[src/rtl/fetch_pkg.sv]
// Shared widths, opcode constants and controller state type for the instruction fetch slice.
package fetch_pkg;

   localparam int ADDR_W = 10;
   localparam int DATA_W = 16;
   localparam int OP_W   = 6;

   localparam logic [OP_W-1:0] HALT_OP = 6'b111111;

   typedef enum logic [2:0] {
      ST_IDLE  = 3'd0,
      ST_LOAD  = 3'd1,
      ST_FETCH = 3'd2,
      ST_WAIT  = 3'd3,
      ST_ISSUE = 3'd4,
      ST_HALT  = 3'd5
   } fetch_state_e;

endpackage

[src/rtl/instr_fetch_ctrl_if.sv]
// Loader, run-control and instruction-memory signals shared by the fetch controller and its environment.
interface instr_fetch_ctrl_if;
   import fetch_pkg::*;

   logic              ld_req;
   logic [ADDR_W-1:0] ld_addr;
   logic [DATA_W-1:0] ld_data;
   logic              ld_ack;
   logic              run;
   logic [ADDR_W-1:0] start_addr;
   logic              stall;
   logic              br_taken;
   logic [ADDR_W-1:0] br_target;
   logic [OP_W-1:0]   ir_op_code;
   logic [ADDR_W-1:0] im_addr;
   logic              im_en_write;
   logic [DATA_W-1:0] im_data_in;
   logic              ir_load;
   logic              instr_valid;
   logic [ADDR_W-1:0] pc;
   logic              halted;

   modport master (
      input  ld_req, ld_addr, ld_data, run, start_addr, stall, br_taken, br_target, ir_op_code,
      output ld_ack, im_addr, im_en_write, im_data_in, ir_load, instr_valid, pc, halted
   );

   modport slave (
      output ld_req, ld_addr, ld_data, run, start_addr, stall, br_taken, br_target, ir_op_code,
      input  ld_ack, im_addr, im_en_write, im_data_in, ir_load, instr_valid, pc, halted
   );

endinterface

[src/rtl/pc_counter.sv]
// Program counter with load, wrapping increment and hold; exposes the next value so the
// controller can register the IM address in step with the PC.
module pc_counter
   import fetch_pkg::*;
(
   input  logic              clk,
   input  logic              rst_b,
   input  logic              load_en,
   input  logic [ADDR_W-1:0] load_addr,
   input  logic              inc_en,
   output logic [ADDR_W-1:0] pc_r,
   output logic [ADDR_W-1:0] pc_nxt_s
);

   // Next PC: load wins over increment; the add wraps naturally at 10 bits.
   always_comb begin
      pc_nxt_s = pc_r;
      if (load_en) begin
         pc_nxt_s = load_addr;
      end else if (inc_en) begin
         pc_nxt_s = pc_r + 10'd1;
      end else begin
         pc_nxt_s = pc_r;
      end
   end

   // PC register.
   always_ff @(posedge clk or negedge rst_b) begin
      if (!rst_b) begin
         pc_r <= {ADDR_W{1'b0}};
      end else begin
         pc_r <= pc_nxt_s;
      end
   end

endmodule

[src/rtl/instr_fetch_ctrl.sv]
// Moore fetch controller: loads instruction memory, then fetches, waits one read cycle,
// captures into IR and issues, with stall, branch and halt handling.
module instr_fetch_ctrl
   import fetch_pkg::*;
(
   input  logic               clk,
   input  logic               rst_b,
   instr_fetch_ctrl_if.master bus
);

   fetch_state_e      state_r;
   fetch_state_e      state_nxt_s;
   logic              pc_load_s;
   logic              pc_inc_s;
   logic [ADDR_W-1:0] pc_target_s;
   logic [ADDR_W-1:0] pc_r;
   logic [ADDR_W-1:0] pc_nxt_s;

   logic              ld_ack_r;
   logic              im_en_write_r;
   logic [ADDR_W-1:0] im_addr_r;
   logic [DATA_W-1:0] im_data_in_r;
   logic              ir_load_r;
   logic              instr_valid_r;
   logic              halted_r;

   pc_counter u_pc_counter (
      .clk       (clk),
      .rst_b     (rst_b),
      .load_en   (pc_load_s),
      .load_addr (pc_target_s),
      .inc_en    (pc_inc_s),
      .pc_r      (pc_r),
      .pc_nxt_s  (pc_nxt_s)
   );

   // Next-state and PC-control decode.
   always_comb begin
      state_nxt_s = state_r;
      pc_load_s   = 1'b0;
      pc_inc_s    = 1'b0;
      pc_target_s = {ADDR_W{1'b0}};
      case (state_r)
         ST_IDLE: begin
            if (bus.ld_req) begin
               state_nxt_s = ST_LOAD;
            end else if (bus.run) begin
               state_nxt_s = ST_FETCH;
               pc_load_s   = 1'b1;
               pc_target_s = bus.start_addr;
            end else begin
               state_nxt_s = ST_IDLE;
            end
         end
         ST_LOAD: begin
            if (bus.ld_req) begin
               state_nxt_s = ST_LOAD;
            end else begin
               state_nxt_s = ST_IDLE;
            end
         end
         ST_FETCH: begin
            state_nxt_s = ST_WAIT;
         end
         ST_WAIT: begin
            pc_inc_s    = 1'b1;
            state_nxt_s = ST_ISSUE;
         end
         ST_ISSUE: begin
            if (bus.stall) begin
               state_nxt_s = ST_ISSUE;
            end else if (bus.ir_op_code == HALT_OP) begin
               state_nxt_s = ST_HALT;
            end else begin
               // A dropped run still lets a taken branch redirect the PC before parking.
               if (bus.br_taken) begin
                  pc_load_s   = 1'b1;
                  pc_target_s = bus.br_target;
               end else begin
                  pc_load_s   = 1'b0;
               end
               if (bus.run) begin
                  state_nxt_s = ST_FETCH;
               end else begin
                  state_nxt_s = ST_IDLE;
               end
            end
         end
         ST_HALT: begin
            if (bus.ld_req) begin
               state_nxt_s = ST_LOAD;
            end else if (!bus.run) begin
               state_nxt_s = ST_IDLE;
            end else begin
               state_nxt_s = ST_HALT;
            end
         end
         default: begin
            state_nxt_s = ST_IDLE;
         end
      endcase
   end

   // State register.
   always_ff @(posedge clk or negedge rst_b) begin
      if (!rst_b) begin
         state_r <= ST_IDLE;
      end else begin
         state_r <= state_nxt_s;
      end
   end

   // Output registers load the values belonging to the state being entered.
   always_ff @(posedge clk or negedge rst_b) begin
      if (!rst_b) begin
         ld_ack_r      <= 1'b0;
         im_en_write_r <= 1'b0;
         im_addr_r     <= {ADDR_W{1'b0}};
         im_data_in_r  <= {DATA_W{1'b0}};
         ir_load_r     <= 1'b0;
         instr_valid_r <= 1'b0;
         halted_r      <= 1'b0;
      end else begin
         ld_ack_r      <= (state_nxt_s == ST_LOAD);
         im_en_write_r <= (state_nxt_s == ST_LOAD);
         im_addr_r     <= (state_nxt_s == ST_LOAD) ? bus.ld_addr : pc_nxt_s;
         im_data_in_r  <= (state_nxt_s == ST_LOAD) ? bus.ld_data : {DATA_W{1'b0}};
         ir_load_r     <= (state_nxt_s == ST_WAIT);
         instr_valid_r <= (state_nxt_s == ST_ISSUE);
         halted_r      <= (state_nxt_s == ST_HALT);
      end
   end

   assign bus.ld_ack      = ld_ack_r;
   assign bus.im_en_write = im_en_write_r;
   assign bus.im_addr     = im_addr_r;
   assign bus.im_data_in  = im_data_in_r;
   assign bus.ir_load     = ir_load_r;
   assign bus.instr_valid = instr_valid_r;
   assign bus.pc          = pc_r;
   assign bus.halted      = halted_r;

endmodule

[src/flat_wrapper.sv]
// flat-port wrapper written by rule: the top's interface ports become plain ports
module instr_fetch_ctrl_flat import fetch_pkg::*;
  (clk, rst_b, bus_ld_req, bus_ld_addr, bus_ld_data, bus_run, bus_start_addr, bus_stall, bus_br_taken, bus_br_target, bus_ir_op_code, bus_ld_ack, bus_im_addr, bus_im_en_write, bus_im_data_in, bus_ir_load, bus_instr_valid, bus_pc, bus_halted);
  instr_fetch_ctrl_if bus_i ();
  input  logic clk;
  input  logic rst_b;
  input wire logic [$bits(bus_i.ld_req)-1:0] bus_ld_req;
  input wire logic [$bits(bus_i.ld_addr)-1:0] bus_ld_addr;
  input wire logic [$bits(bus_i.ld_data)-1:0] bus_ld_data;
  input wire logic [$bits(bus_i.run)-1:0] bus_run;
  input wire logic [$bits(bus_i.start_addr)-1:0] bus_start_addr;
  input wire logic [$bits(bus_i.stall)-1:0] bus_stall;
  input wire logic [$bits(bus_i.br_taken)-1:0] bus_br_taken;
  input wire logic [$bits(bus_i.br_target)-1:0] bus_br_target;
  input wire logic [$bits(bus_i.ir_op_code)-1:0] bus_ir_op_code;
  output wire logic [$bits(bus_i.ld_ack)-1:0] bus_ld_ack;
  output wire logic [$bits(bus_i.im_addr)-1:0] bus_im_addr;
  output wire logic [$bits(bus_i.im_en_write)-1:0] bus_im_en_write;
  output wire logic [$bits(bus_i.im_data_in)-1:0] bus_im_data_in;
  output wire logic [$bits(bus_i.ir_load)-1:0] bus_ir_load;
  output wire logic [$bits(bus_i.instr_valid)-1:0] bus_instr_valid;
  output wire logic [$bits(bus_i.pc)-1:0] bus_pc;
  output wire logic [$bits(bus_i.halted)-1:0] bus_halted;
  assign bus_i.ld_req = bus_ld_req;
  assign bus_i.ld_addr = bus_ld_addr;
  assign bus_i.ld_data = bus_ld_data;
  assign bus_i.run = bus_run;
  assign bus_i.start_addr = bus_start_addr;
  assign bus_i.stall = bus_stall;
  assign bus_i.br_taken = bus_br_taken;
  assign bus_i.br_target = bus_br_target;
  assign bus_i.ir_op_code = bus_ir_op_code;
  assign bus_ld_ack = bus_i.ld_ack;
  assign bus_im_addr = bus_i.im_addr;
  assign bus_im_en_write = bus_i.im_en_write;
  assign bus_im_data_in = bus_i.im_data_in;
  assign bus_ir_load = bus_i.ir_load;
  assign bus_instr_valid = bus_i.instr_valid;
  assign bus_pc = bus_i.pc;
  assign bus_halted = bus_i.halted;
  instr_fetch_ctrl u_core (.clk(clk), .rst_b(rst_b), .bus(bus_i));
endmodule
[config.mk]
export PLATFORM = sky130hd
export DESIGN_NAME = instr_fetch_ctrl_flat
export DESIGN_NICKNAME = d
export VERILOG_FILES = /design/src/rtl/fetch_pkg.sv /design/src/rtl/instr_fetch_ctrl_if.sv /design/src/rtl/pc_counter.sv /design/src/rtl/instr_fetch_ctrl.sv /design/src/flat_wrapper.sv
export SDC_FILE = /design/constraint.sdc
export NUM_CORES = 1
export LEC_CHECK = 0
export CAP_MARGIN = 20
export CORE_MARGIN = 2
export CORE_UTILIZATION = 43
export DETAILED_ROUTE_END_ITERATION = 10
export PLACE_DENSITY = 0.87
export SLEW_MARGIN = 40
export SYNTH_ARGS = -nofsm -noshare
export SYNTH_HDL_FRONTEND = slang
export SYNTH_SLANG_ARGS = --single-unit
export TNS_END_PERCENT = 10
[constraint.sdc]
create_clock -name clk -period 3.8 [get_ports clk]
set_clock_uncertainty 0.15 [all_clocks]
set_input_delay 0.76 -clock clk [delete_from_list [all_inputs] [get_ports clk]]
set_output_delay 0.76 -clock clk [all_outputs]
set_load 0.03 [all_outputs]
=== After elaboration in Yosys (flattened, before gate mapping) ===
Cells that the tools add are included.

* Register bits: 43
* Input bits: 58
* Output and inout port bits: 41
* Word-level logic and storage cells: 45

* Add/sub/neg operators: 1
* Equality and inequality tests: 10
* Mux-type cells: 25
* Reductions and logical operators: 1

{| class="wikitable"
|+ Operators by type and width
! operator !! count
|-
| $mux W10 || 8
|-
| $pmux W10 S2 || 1
|-
| $pmux W3 S6 || 1
|-
| $mux W16 || 1
|-
| $mux W3 || 5
|-
| $eq A3 B3 Y1 const B || 4
|-
| $add A10 B1 Y10 const B || 1
|-
| $eq A3 B2 Y1 const B || 3
|-
| $mux W1 || 7
|-
| $eq A3 B1 Y1 const B || 2
|-
| $eq A6 B6 Y1 const B || 1
|-
| $logic_not A3 Y1 || 1
|-
| $mux W2 || 1
|-
| $pmux W1 S2 || 1
|}

=== Logic depth before layout (Yosys ltp) ===
Gate-level depths: netlist of run 1.

* Word-level depth: 6
* Mapped depth: 7
* Mapped depth without buffers: 5

=== Cells and area by module ===
Synthesis of run 1 repeated with hierarchy kept, for this count alone.

* Cell total of the unflattened synthesis: 173
* Area, all modules: 1,965.6 µm²

{| class="wikitable"
|+ By module, submodules not included
! module !! instances !! cells an instance !! area an instance (µm²) !! seq. area each (µm²)
|-
| instr_fetch_ctrl || 1 || 111 || 1,396.3 || 825.8
|-
| pc_counter || 1 || 62 || 569.3 || 250.2
|}

=== Worst setup path before layout of run 1 ===
No wires, ideal clock.

* Path kind: in2reg
* From: in bus_ld_req
* To: reg u_core.im_addr_r[5], in the netlist u_core.bus.im_addr[5]
* Library setup time: 0.141 ns
* Arrival: 1.765 ns
* Path slack: 1.744 ns
* Cell stages on the path: 5
* Buffers on the path: 1
* Cells stage by stage: or3_4 > or3b_1 > buf_6 > o211ai_2 > a31oi_1

* Word-level cells in the longest chain between the ends: 4
* Elaborated cells on any way between the ends: 11
* Classes of those cells: 1 x eq/ne; 10 x mux

{| class="wikitable"
|+ Ends and longest elaborated chain
! item !! line !! RTL
|-
| start: declaration || flat_wrapper.sv:7 || <nowiki>input wire logic [$bits(bus_i.ld_req)-1:0] bus_ld_req;</nowiki>
|-
| $mux W3 (tied with other cells) || instr_fetch_ctrl.sv:90 || <nowiki>if (bus.ld_req) begin</nowiki>
|-
| $pmux W3 S6 (tied with other cells) || instr_fetch_ctrl.sv:43 || <nowiki>case (state_r)</nowiki>
|-
| $eq A3 B1 Y1 / $mux W10 (equally long branches) || instr_fetch_ctrl.sv:126, pc_counter.sv:18 ||
|-
| $mux W10 (*) || instr_fetch_ctrl.sv:126 || <nowiki>im_addr_r <= (state_nxt_s == ST_LOAD) ? bus.ld_addr : pc_nxt_s;</nowiki>
|-
| end signal: assignment || instr_fetch_ctrl.sv:118 || <nowiki>im_addr_r <= {ADDR_W{1'b0}};</nowiki>
|-
| end signal: assignment || instr_fetch_ctrl.sv:126 ||
|-
| end: declaration || instr_fetch_ctrl.sv:21 || <nowiki>logic [ADDR_W-1:0] im_addr_r;</nowiki>
|}

Every way passes the cells marked *; elsewhere a longest branch is shown, timed or not.

=== Final worst setup path of run 1 ===
* From: in bus_ld_req
* To: reg u_core.im_addr_r[7], in the netlist u_core.bus.im_addr[7]

Same word-level chain as after synthesis.

==> run metrics, run 1 <==
final core utilization 69.4%; core area 0.00441 sq mm; Detailed Route WL 4.92 mm; global-route wire length before repair 8.13 mm; R2R Setup Slk 1660 ps; post-DR vias/cell 5.20; Rel. slew slack 57.5%; Initial Util 45.3%; Crit path arrival time 2480 ps; Max Cap Violations 0; DRT antenna net count 0; syn_nets 236; CTS max path bufs 2; unique cell type count in the Yosys netlist 41; Post-synth ARST share 100%; final setup vio count 0; Yosys warning count 0; Post-Synthesis Cells 177; Inst Count DP 318; largest net degree at the start of global routing 44; Mean Syn Cell Area 11.3 sq um; Bufs and invs on worst path 1; drt wl/cell 15.1 microns; post-CTS sizing 0; CTS Hold Bufs 0; Seq pwr share 35.7%; crit-path leading delay family simple AND/OR/NAND/NOR gates; vias in the first global route 1707; flops & latches, synth 43; Critical Path Fanout Max 9; IO Port Bufs 98; Setup TNS Final 0 ps; Hold Violations, Final 0; DR DRC count 0; Num CTS Buffers 5; PwrDens 700 mW/mm^2; internal power 1.24 mW; GR Overflow Total 0; fin crit share 64.8%; slowest CP cell or3b_1; crit path time final 2460 ps; Netlist Area Pre-Place 0.00200 sq mm; Fmax achieved 0.406 GHz; FF-to-FF End u_core.bus.im_addr[7]; filler cell count 351; layout cells sized above 1 9.49%; initial antenna violation count 0; Net Sw Power 0.904 mW; Worst Tran Pin Value 635 ps; Post-Place Setup Slack 902 ps; register area share after synthesis 53.9%; run status completed; peak per-stage delay on the critical path 600 ps; clock power share 13.0%; ant diodes 0; Final #Nets 332; Crit. Startpoint bus_ld_req; Switching Fraction 42.1%; RSZ-0062 raised after global routing false; Yosys top cell area share 53.9%; starting DRC count in detailed routing 145; Hold Slack 294 ps; clock latency on the worst-skew pair 290 ps; die height 72.2 microns; die area 0.00521 sq mm; die width 72.2 microns; ranking of synthesized cells by area dfrtp_1 (54%), and2_1 (5.0%), a22oi_1 (3.8%), nand2_1 (3.2%), o211ai_2 (3.1%); WP data required 3820 ps; site row count 24; Post-CTS Setup Inserts 0; Max H-tree Level 2; Leak 1.29 nW; Area growth, synth to finish 53.4%; CTS tree built; CP endpoint kind register; Crit. path cell count 5; Most used DFF post-synth dfrtp_1; critical path startpoint category input pin; Reg2Reg Depth 4; Placer Congestion 0.721; final setup margin 1340 ps; first drt pass iteration count 4; kind of critical path in2reg; GRT Util Overall 20.5%; Worst R2R Start u_core.state_r[1]; crit path capture u_core.bus.im_addr[7]; CTS clk-pin slew, worst paths 80 ps; area leader, netlist dfrtp_1; CP cell instances clkdlybuf4s50_1, or3_4, or3b_1, nand3_2, o211ai_1; Finished Layout Cells 326; io pins 99; via count 1694; CTS root buffer clkbuf_8; Final Max Slew Viols 0; Sink Count 43; power share of the combinational group 51.2%; Worst VDD drop 0.000368 V; detailed placer's ending HPWL 3.61 mm; HP Class in2async; Post-synth EDFFs 0
==> final cells by class <==
| cell class | instances | area (sq um) | share of cell area, % |
|---|---|---|---|
| Clock inverter | 1 | 5.00 | 0.163 |
| Timing Repair Buffer | 99 | 986 | 32.2 |
| Clock buffer | 7 | 76.3 | 2.49 |
| Inverter | 4 | 15.0 | 0.490 |
| Sequential cell | 43 | 1080 | 35.1 |
| Tap cell | 52 | 65.1 | 2.12 |
| Multi-Input combinational cell | 120 | 841 | 27.4 |
==> through the flow <==
step	instance area, sq um	power (mW)
6_report	3060	2.15
5_1_grt	3060	2.28
4_1_cts	3060	2.16
3_5_place_dp	2980	1.88
3_3_place_gp	2970	1.85
2_1_floorplan	2000	1.45
==> cell usage in the layout, fill, tap and decap left out, drive strengths merged <==
master	count
o21a	3
a31oi	8
nand2b	1
o211ai	8
and2	16
or2b	1
nor2b	1
xnor2	5
or3	1
o31a	1
o211a	1
o21ai	6
nor2	12
or3b	1
nor4b	1
nand2	18
nor4	3
dfrtp	43
nand4b	2
nand4	2
clkdlybuf4s50	97
nand3	7
mux2	1
nor3	4
nor3b	2
clkinv	1
buf	2
inv	4
ha	1
a32oi	1
clkbuf	7
nand3b	2
a22oi	10
a21oi	1
==> flip-flops by register name, summed over array words and instances, names as in the netlist <==
| register | flops |
|---|---|
| u_core.bus.im_addr | 10 |
| u_core.u_pc_counter.pc_r | 10 |
| u_core.bus.ld_ack | 1 |
| u_core.bus.halted | 1 |
| u_core.bus.im_data_in | 16 |
| u_core.state_r | 3 |
| u_core.bus.ir_load | 1 |
| u_core.bus.instr_valid | 1 |
==> layer usage <==
layer | share of wire, % | GRT usage, % | routed length, microns
met5 | 0 | 0 | 0
met4 | 1.2 | 6.08 | 57
met3 | 7.6 | 6.53 | 373
met2 | 51 | 34.5 | 2520
met1 | 40 | 25.2 | 1980
==> power by group through the flow <==
stage	combinational (mW)	clock, mW	sequential [mW]
3_3_place_gp	1.09	0	0.764
4_1_cts	1.11	0.289	0.765
5_1_grt	1.18	0.310	0.792
6_report	1.10	0.279	0.767
3_5_place_dp	1.11	0	0.774
2_1_floorplan	0.435	0	1.02
==> how the worst min path moves through the flow <==
stage / startpoint / endpoint
2_1_floorplan: rst_b / u_core.bus.halted
3_3_place_gp: u_core.u_pc_counter.pc_r[9] / u_core.u_pc_counter.pc_r[9]
3_5_place_dp: u_core.u_pc_counter.pc_r[9] / u_core.u_pc_counter.pc_r[9]
4_1_cts: rst_b / u_core.bus.im_addr[5]
5_1_grt: rst_b / u_core.bus.im_addr[6]
6_report: rst_b / u_core.u_pc_counter.pc_r[5]
==> Yosys cell counts, types with 3 or more instances <==
| cell | instances |
|---|---|
| nand2_1 | 17 |
| nor2_1 | 12 |
| nor3_1 | 4 |
| xnor2_1 | 5 |
| buf_4 | 3 |
| o21ai_1 | 3 |
| inv_1 | 4 |
| o211ai_1 | 3 |
| buf_6 | 3 |
| nand3_1 | 3 |
| dfrtp_1 | 43 |
| o21a_1 | 3 |
| a22oi_1 | 10 |
| a31oi_1 | 8 |
| clkbuf_1 | 3 |
| and2_1 | 16 |
| o211ai_2 | 5 |
| nand3_2 | 4 |
| o21ai_0 | 3 |
==> cell families after synthesis <==
| group | Yosys count | share of synthesized area (%) |
|---|---|---|
| mux | 1 | 0.564 |
| buf+inv | 14 | 4.38 |
| flops | 43 | 53.9 |
| compound gates | 39 | 14.8 |
| simple gates | 74 | 23.6 |
| xor+xnor | 5 | 2.19 |
| fa+ha+maj | 1 | 0.626 |
==> worst reg2reg max path: cells and delay by family (launching register included) <==
family	cells	cell delay [ps]
DFF	1	510
and+or+nand+nor	3	1250
AOI/OAI and AO/OA	1	110
Power figures use the tool's default switching activity.
==> run 2: changes to the inputs <==
CORE_UTILIZATION = 36   (was 43)
PLACE_DENSITY = 0.78   (was 0.87)
clock period = 2.2 ns   (was 3.8 ns; I/O delays follow)
==> run 2 against run 1 <==
Effect of this change: first-iteration DRC count down 39%; sequential cell count unchanged; worst hold slack got worse by 230 ps; die area up 18%; critical path depth shrank 4; clock power up 78%; sequential share of layout area decreased by 1.1 points; total power increased by 76%; non-clock buffer count increased by 10; sequential power rose by 66%; combinational power rose by 82%; core utilization shrank 11 points; largest power group unchanged; highest routed layer unchanged.
==> run metrics, run 2 (same netlist as run 1, synthesis figures left out) <==
Num CTS Buffers 5 (unchanged); vias in the first global route 1738 (was 1707); area of the multi-input gates 835 sq um (was 841 sq um); filler cell count 467 (was 351); GRT Util Overall 16.9% (was 20.5%); run status completed (unchanged); most common cell after layout, fill and taps aside clkdlybuf4s50_1 (unchanged); Initial Util 36.7% (was 45.3%); post-CTS sizing 0 (unchanged); CTS Hold Bufs 0 (unchanged); Detailed Route WL 4.95 mm (was 4.92 mm); most frequent cells in the layout clkdlybuf4s50_1 (97), dfrtp_1 (43), nand2_1 (17) (unchanged); RSZ-0062 raised after global routing false (unchanged); Sink Count 43 (unchanged); crit-path leading delay family buffers and inverters (was simple AND/OR/NAND/NOR gates); via count 1726 (was 1694); WP data required 1610 ps (was 3820 ps); register area 0.00108 sq mm (unchanged); Area growth, synth to finish 58.2% (was 53.4%); die height 78.5 microns (was 72.2 microns); initial antenna violation count 0 (unchanged); Worst VDD drop 0.000563 V (was 0.000368 V); starting DRC count in detailed routing 88 (was 145); post-DR vias/cell 4.86 (was 5.20); first drt pass iteration count 4 (unchanged); Final Power 3.77 mW (was 2.15 mW); final core utilization 58.1% (was 69.4%); global-route wire length before repair 8.09 mm (was 8.13 mm); HP Class in2async (unchanged); CTS max path bufs 2 (unchanged); CTS clk-pin slew, worst paths 70 ps (was 80 ps); CP endpoint kind output pin (was register); Placer Congestion 0.819 (was 0.721); Critical Path Fanout Max 7 (was 9); Post-CTS Setup Inserts 0 (unchanged); die area 0.00616 sq mm (was 0.00521 sq mm); core area 0.00544 sq mm (was 0.00441 sq mm); PwrDens 1190 mW/mm^2 (was 700 mW/mm^2); drt wl/cell 13.9 microns (was 15.1 microns); IO Port Bufs 98 (unchanged); Bufs and invs on worst path 1 (unchanged); site row count 27 (was 24); CTS root buffer clkbuf_8 (unchanged); number of flip-flops under the largest register name 16 (unchanged); Leak 1.34 nW (was 1.29 nW); DR DRC count 0 (unchanged); Hold Violations, Final 0 (unchanged); Crit path arrival time 1450 ps (was 2480 ps); critical path startpoint category register (was input pin); largest net degree at the start of global routing 44 (unchanged); DRT antenna net count 0 (unchanged); die width 78.5 microns (was 72.2 microns); kind of critical path reg2out (was in2reg); detailed placer's ending HPWL 3.73 mm (was 3.61 mm); CP cell instances clkdlybuf4s50_1 (was clkdlybuf4s50_1, or3_4, or3b_1, nand3_2, o211ai_1); Max H-tree Level 2 (unchanged); Fmax achieved 0.490 GHz; final setup vio count 0 (unchanged); io pins 99 (unchanged); GR Overflow Total 0 (unchanged); ant diodes 0 (unchanged); Rel. slew slack 57.3% (was 57.5%); slowest CP cell clkdlybuf4s50_1 (was or3b_1); Max Cap Violations 0 (unchanged); clock latency on the worst-skew pair 290 ps (about the same); peak per-stage delay on the critical path 710 ps (was 600 ps); Final Max Slew Viols 0 (unchanged); crit path time final 2040 ps; CTS tree built (unchanged); layout cells sized above 1 13.1% (was 9.49%); Final #Nets 342 (was 332); fin crit share 92.7%; Worst Tran Pin Value 638 ps (was 635 ps)
## run 2: cell count changes in the layout (fill, tap and decap cells not counted), sizes merged
cell,before,now
buf,2,12
clkbuf,7,6
## run 2: through the flow
stage	hold WS [ps]	std cells	instance area [sq um]	worst slack (ps)	setup TNS, ps
6_report	60.8	355	3160	160	0
5_1_grt	98.8	355	3160	107	0
4_1_cts	71.3	355	3160	138	0
3_5_place_dp	389	348	3070	-67.7	-483
3_3_place_gp	388	348	3070	-39.7	-280
2_1_floorplan	-5.59	177	2000	368	0
## run 2: where the power goes
| group | total, mW | internal [mW] | switching [mW] |
|---|---|---|---|
| Sequential | 1.27 | 1.07 | 0.201 |
| Clock | 0.498 | 0.246 | 0.252 |
| Combinational | 2.00 | 0.896 | 1.10 |
## run 2: routing by layer
metal  wire (microns)  track usage [%]  vias up
met4               48             5.09        0
met1             1990             19.5      819
li1                 -                -      838
met2             2500             29.0       61
met3              407             6.32        8
met5                0                0        -
## run 2: path summary, 6_finish.rpt
| path | start | to | slack, ps | depth (start not counted) |
|---|---|---|---|---|
| setup / recovery | u_core.u_pc_counter.pc_r[3] | bus_pc[3] | 160 | 1 |
| hold / removal | rst_b | u_core.bus.im_addr[5] | 60 | 2 |
| setup reg to reg | u_core.state_r[0] | u_core.bus.im_addr[7] | 280 | 4 |
| hold reg to reg | u_core.state_r[2] | u_core.bus.ir_load | 460 | 2 |
| max in group asynchronous | rst_b | u_core.bus.instr_valid | 1470 | 2 |
| min in group clk | u_core.state_r[2] | u_core.bus.ir_load | 460 | 2 |
## run 2: cell type report
type	count	area share, %
Clock buffer	6	2.61
Clock inverter	1	0.158
Tap cell	72	2.85
Timing Repair Buffer	109	33.5
Sequential cell	43	34.0
Inverter	4	0.475
Multi-Input combinational cell	120	26.4
==> run 3: changes to the inputs <==
CELL_PAD_IN_SITES_DETAIL_PLACEMENT = 1   (was unset)
CELL_PAD_IN_SITES_GLOBAL_PLACEMENT = 2   (was unset)
CORE_UTILIZATION = 21   (was 36)
PLACE_DENSITY = 0.77   (was 0.78)
==> run 3 against run 2 <==
Effect of this change: sequential share of layout area is 1.2 points lower; critical path depth stayed put; clock-buffer cell count is 1 higher; wire length is 24% higher; critical path type unchanged.
==> run metrics, run 3 (same netlist as run 1, synthesis figures left out) <==
fin crit share 95.1% (was 92.7%); CTS tree built (unchanged); Hold Slack 470 ps (was 60.8 ps); crit-path leading delay family buffers and inverters (unchanged); DRT antenna net count 0 (unchanged); Worst VDD drop 0.000450 V (was 0.000563 V); Area growth, synth to finish 64.0% (was 58.2%); Detailed Route WL 6.16 mm (was 4.95 mm); CTS max path bufs 2 (unchanged); Critical Path Fanout Max 7 (unchanged); Bufs and invs on worst path 1 (unchanged); core area 0.00924 sq mm (was 0.00544 sq mm); HP Class in2async (unchanged); Max Cap Violations 0 (unchanged); io pins 99 (unchanged); Crit path arrival time 1500 ps (was 1450 ps); Worst R2R Start u_core.state_r[0] (unchanged); initial antenna violation count 0 (unchanged); post-DR vias/cell 4.28 (was 4.86); layout cells sized above 1 14.1% (was 13.1%); crit path time final 2090 ps (was 2040 ps); CP endpoint kind output pin (unchanged); Initial Util 21.6% (was 36.7%); vias in the first global route 1939 (was 1738); via count 1795 (was 1726); most frequent cells in the layout clkdlybuf4s50_1 (96), dfrtp_1 (43), nand2_1 (17) (was clkdlybuf4s50_1 (97), dfrtp_1 (43), nand2_1 (17)); die width 102 microns (was 78.5 microns); final setup margin 107 ps (was 160 ps); most common cell after layout, fill and taps aside clkdlybuf4s50_1 (unchanged); Max H-tree Level 2 (unchanged); drt wl/cell 14.7 microns (was 13.9 microns); number of flip-flops under the largest register name 16 (unchanged); die height 102 microns (was 78.5 microns); IO Port Bufs 98 (unchanged); peak per-stage delay on the critical path 720 ps (was 710 ps); Post-Place Setup Slack -104 ps (was -67.7 ps); CTS clk-pin slew, worst paths 80 ps (was 70 ps); WP data required 1610 ps (about the same); clock latency on the worst-skew pair 290 ps (about the same); kind of critical path reg2out (unchanged); FF-to-FF End u_core.bus.im_addr[6] (was u_core.bus.im_addr[7]); Hold Violations, Final 0 (unchanged); Final Max Slew Viols 0 (unchanged); starting DRC count in detailed routing 38 (was 88); CP cell instances clkdlybuf4s50_1 (unchanged); largest net degree at the start of global routing 21 (was 44); first drt pass iteration count 4 (unchanged); PwrDens 1170 mW/mm^2 (was 1190 mW/mm^2); GR Overflow Total 0 (unchanged); DR DRC count 0 (unchanged); Final #Nets 348 (was 342); final setup vio count 0 (unchanged); CTS root buffer clkbuf_8 (unchanged); slowest CP cell clkdlybuf4s50_1 (unchanged); site row count 35 (was 27); GRT Util Overall 12.6% (was 16.9%); Num CTS Buffers 5 (unchanged); RSZ-0062 raised after global routing false (unchanged); Placer Congestion 0.796 (was 0.819); Post-CTS Setup Inserts 0 (unchanged); global-route wire length before repair 10.0 mm (was 8.09 mm); Sink Count 43 (unchanged); detailed placer's ending HPWL 4.95 mm (was 3.73 mm); Rel. slew slack 65.5% (was 57.3%); ant diodes 0 (unchanged); Worst Tran Pin Value 518 ps (was 638 ps); R2R Setup Slk 350 ps (was 280 ps); Reg2Reg Depth 5 (was 4); critical path startpoint category register (unchanged); Leak 1.37 nW (was 1.34 nW); Fmax achieved 0.478 GHz (was 0.490 GHz); run status completed (unchanged); Crit. path cell count 1 (unchanged); die area 0.0103 sq mm (was 0.00616 sq mm)
## run 3: per-stage QoR
step	power [mW]	setup TNS [ps]	util (%)	area [sq um]	std cells
CTS	3.90	0	35.4	3270	419
global route	4.10	0	35.5	3280	419
detailed placement	3.38	-1040	34.4	3180	410
floorplan	2.51	0	-	2000	177
global placement	3.33	-304	34.4	3180	410
finish	3.83	0	35.5	3280	419
## run 3: final cells by class
cell class | count | area [sq um]
clock buffer | 7 | 76.3
clock inverter | 1 | 5.00
fill | 1036 | 5960
inverter | 4 | 15.0
multi-input combinational | 120 | 835
sequential | 43 | 1080
tap | 129 | 161
timing repair buffer | 115 | 1110
## run 3: metal layers
layer | part of all wire, % | up-vias | track usage [%]
li1 | - | 849 | -
met5 | 0 | - | 0
met4 | 0.47 | 0 | 1.56
met1 | 44 | 878 | 16.1
met3 | 8.0 | 5 | 4.35
met2 | 48 | 63 | 21.2
## run 3: worst max-delay path by stage
stage	startpoint	endpoint
floorplan	u_core.state_r[2]	u_core.bus.im_addr[5]
global placement	bus_ld_req	u_core.bus.im_addr[9]
detailed placement	bus_ld_req	u_core.bus.im_addr[9]
CTS	u_core.u_pc_counter.pc_r[2]	bus_pc[2]
global route	u_core.u_pc_counter.pc_r[3]	bus_pc[3]
finish	u_core.u_pc_counter.pc_r[3]	bus_pc[3]
## run 3: power by group
| group | switching, mW | total (mW) | internal, mW | leakage [nW] |
|---|---|---|---|---|
| registers | 0.234 | 1.30 | 1.07 | 0.544 |
| logic | 1.12 | 2.03 | 0.911 | 0.786 |
| clock network | 0.274 | 0.498 | 0.223 | 0.0422 |
| total | 1.63 | 3.83 | 2.20 | 1.37 |
## run 3: repair_timing
action,CTS,global route
hold buffers,1,0
endpoints found under the setup margin,0,1
resized for setup,0,1
endpoints found under the hold margin,16,0
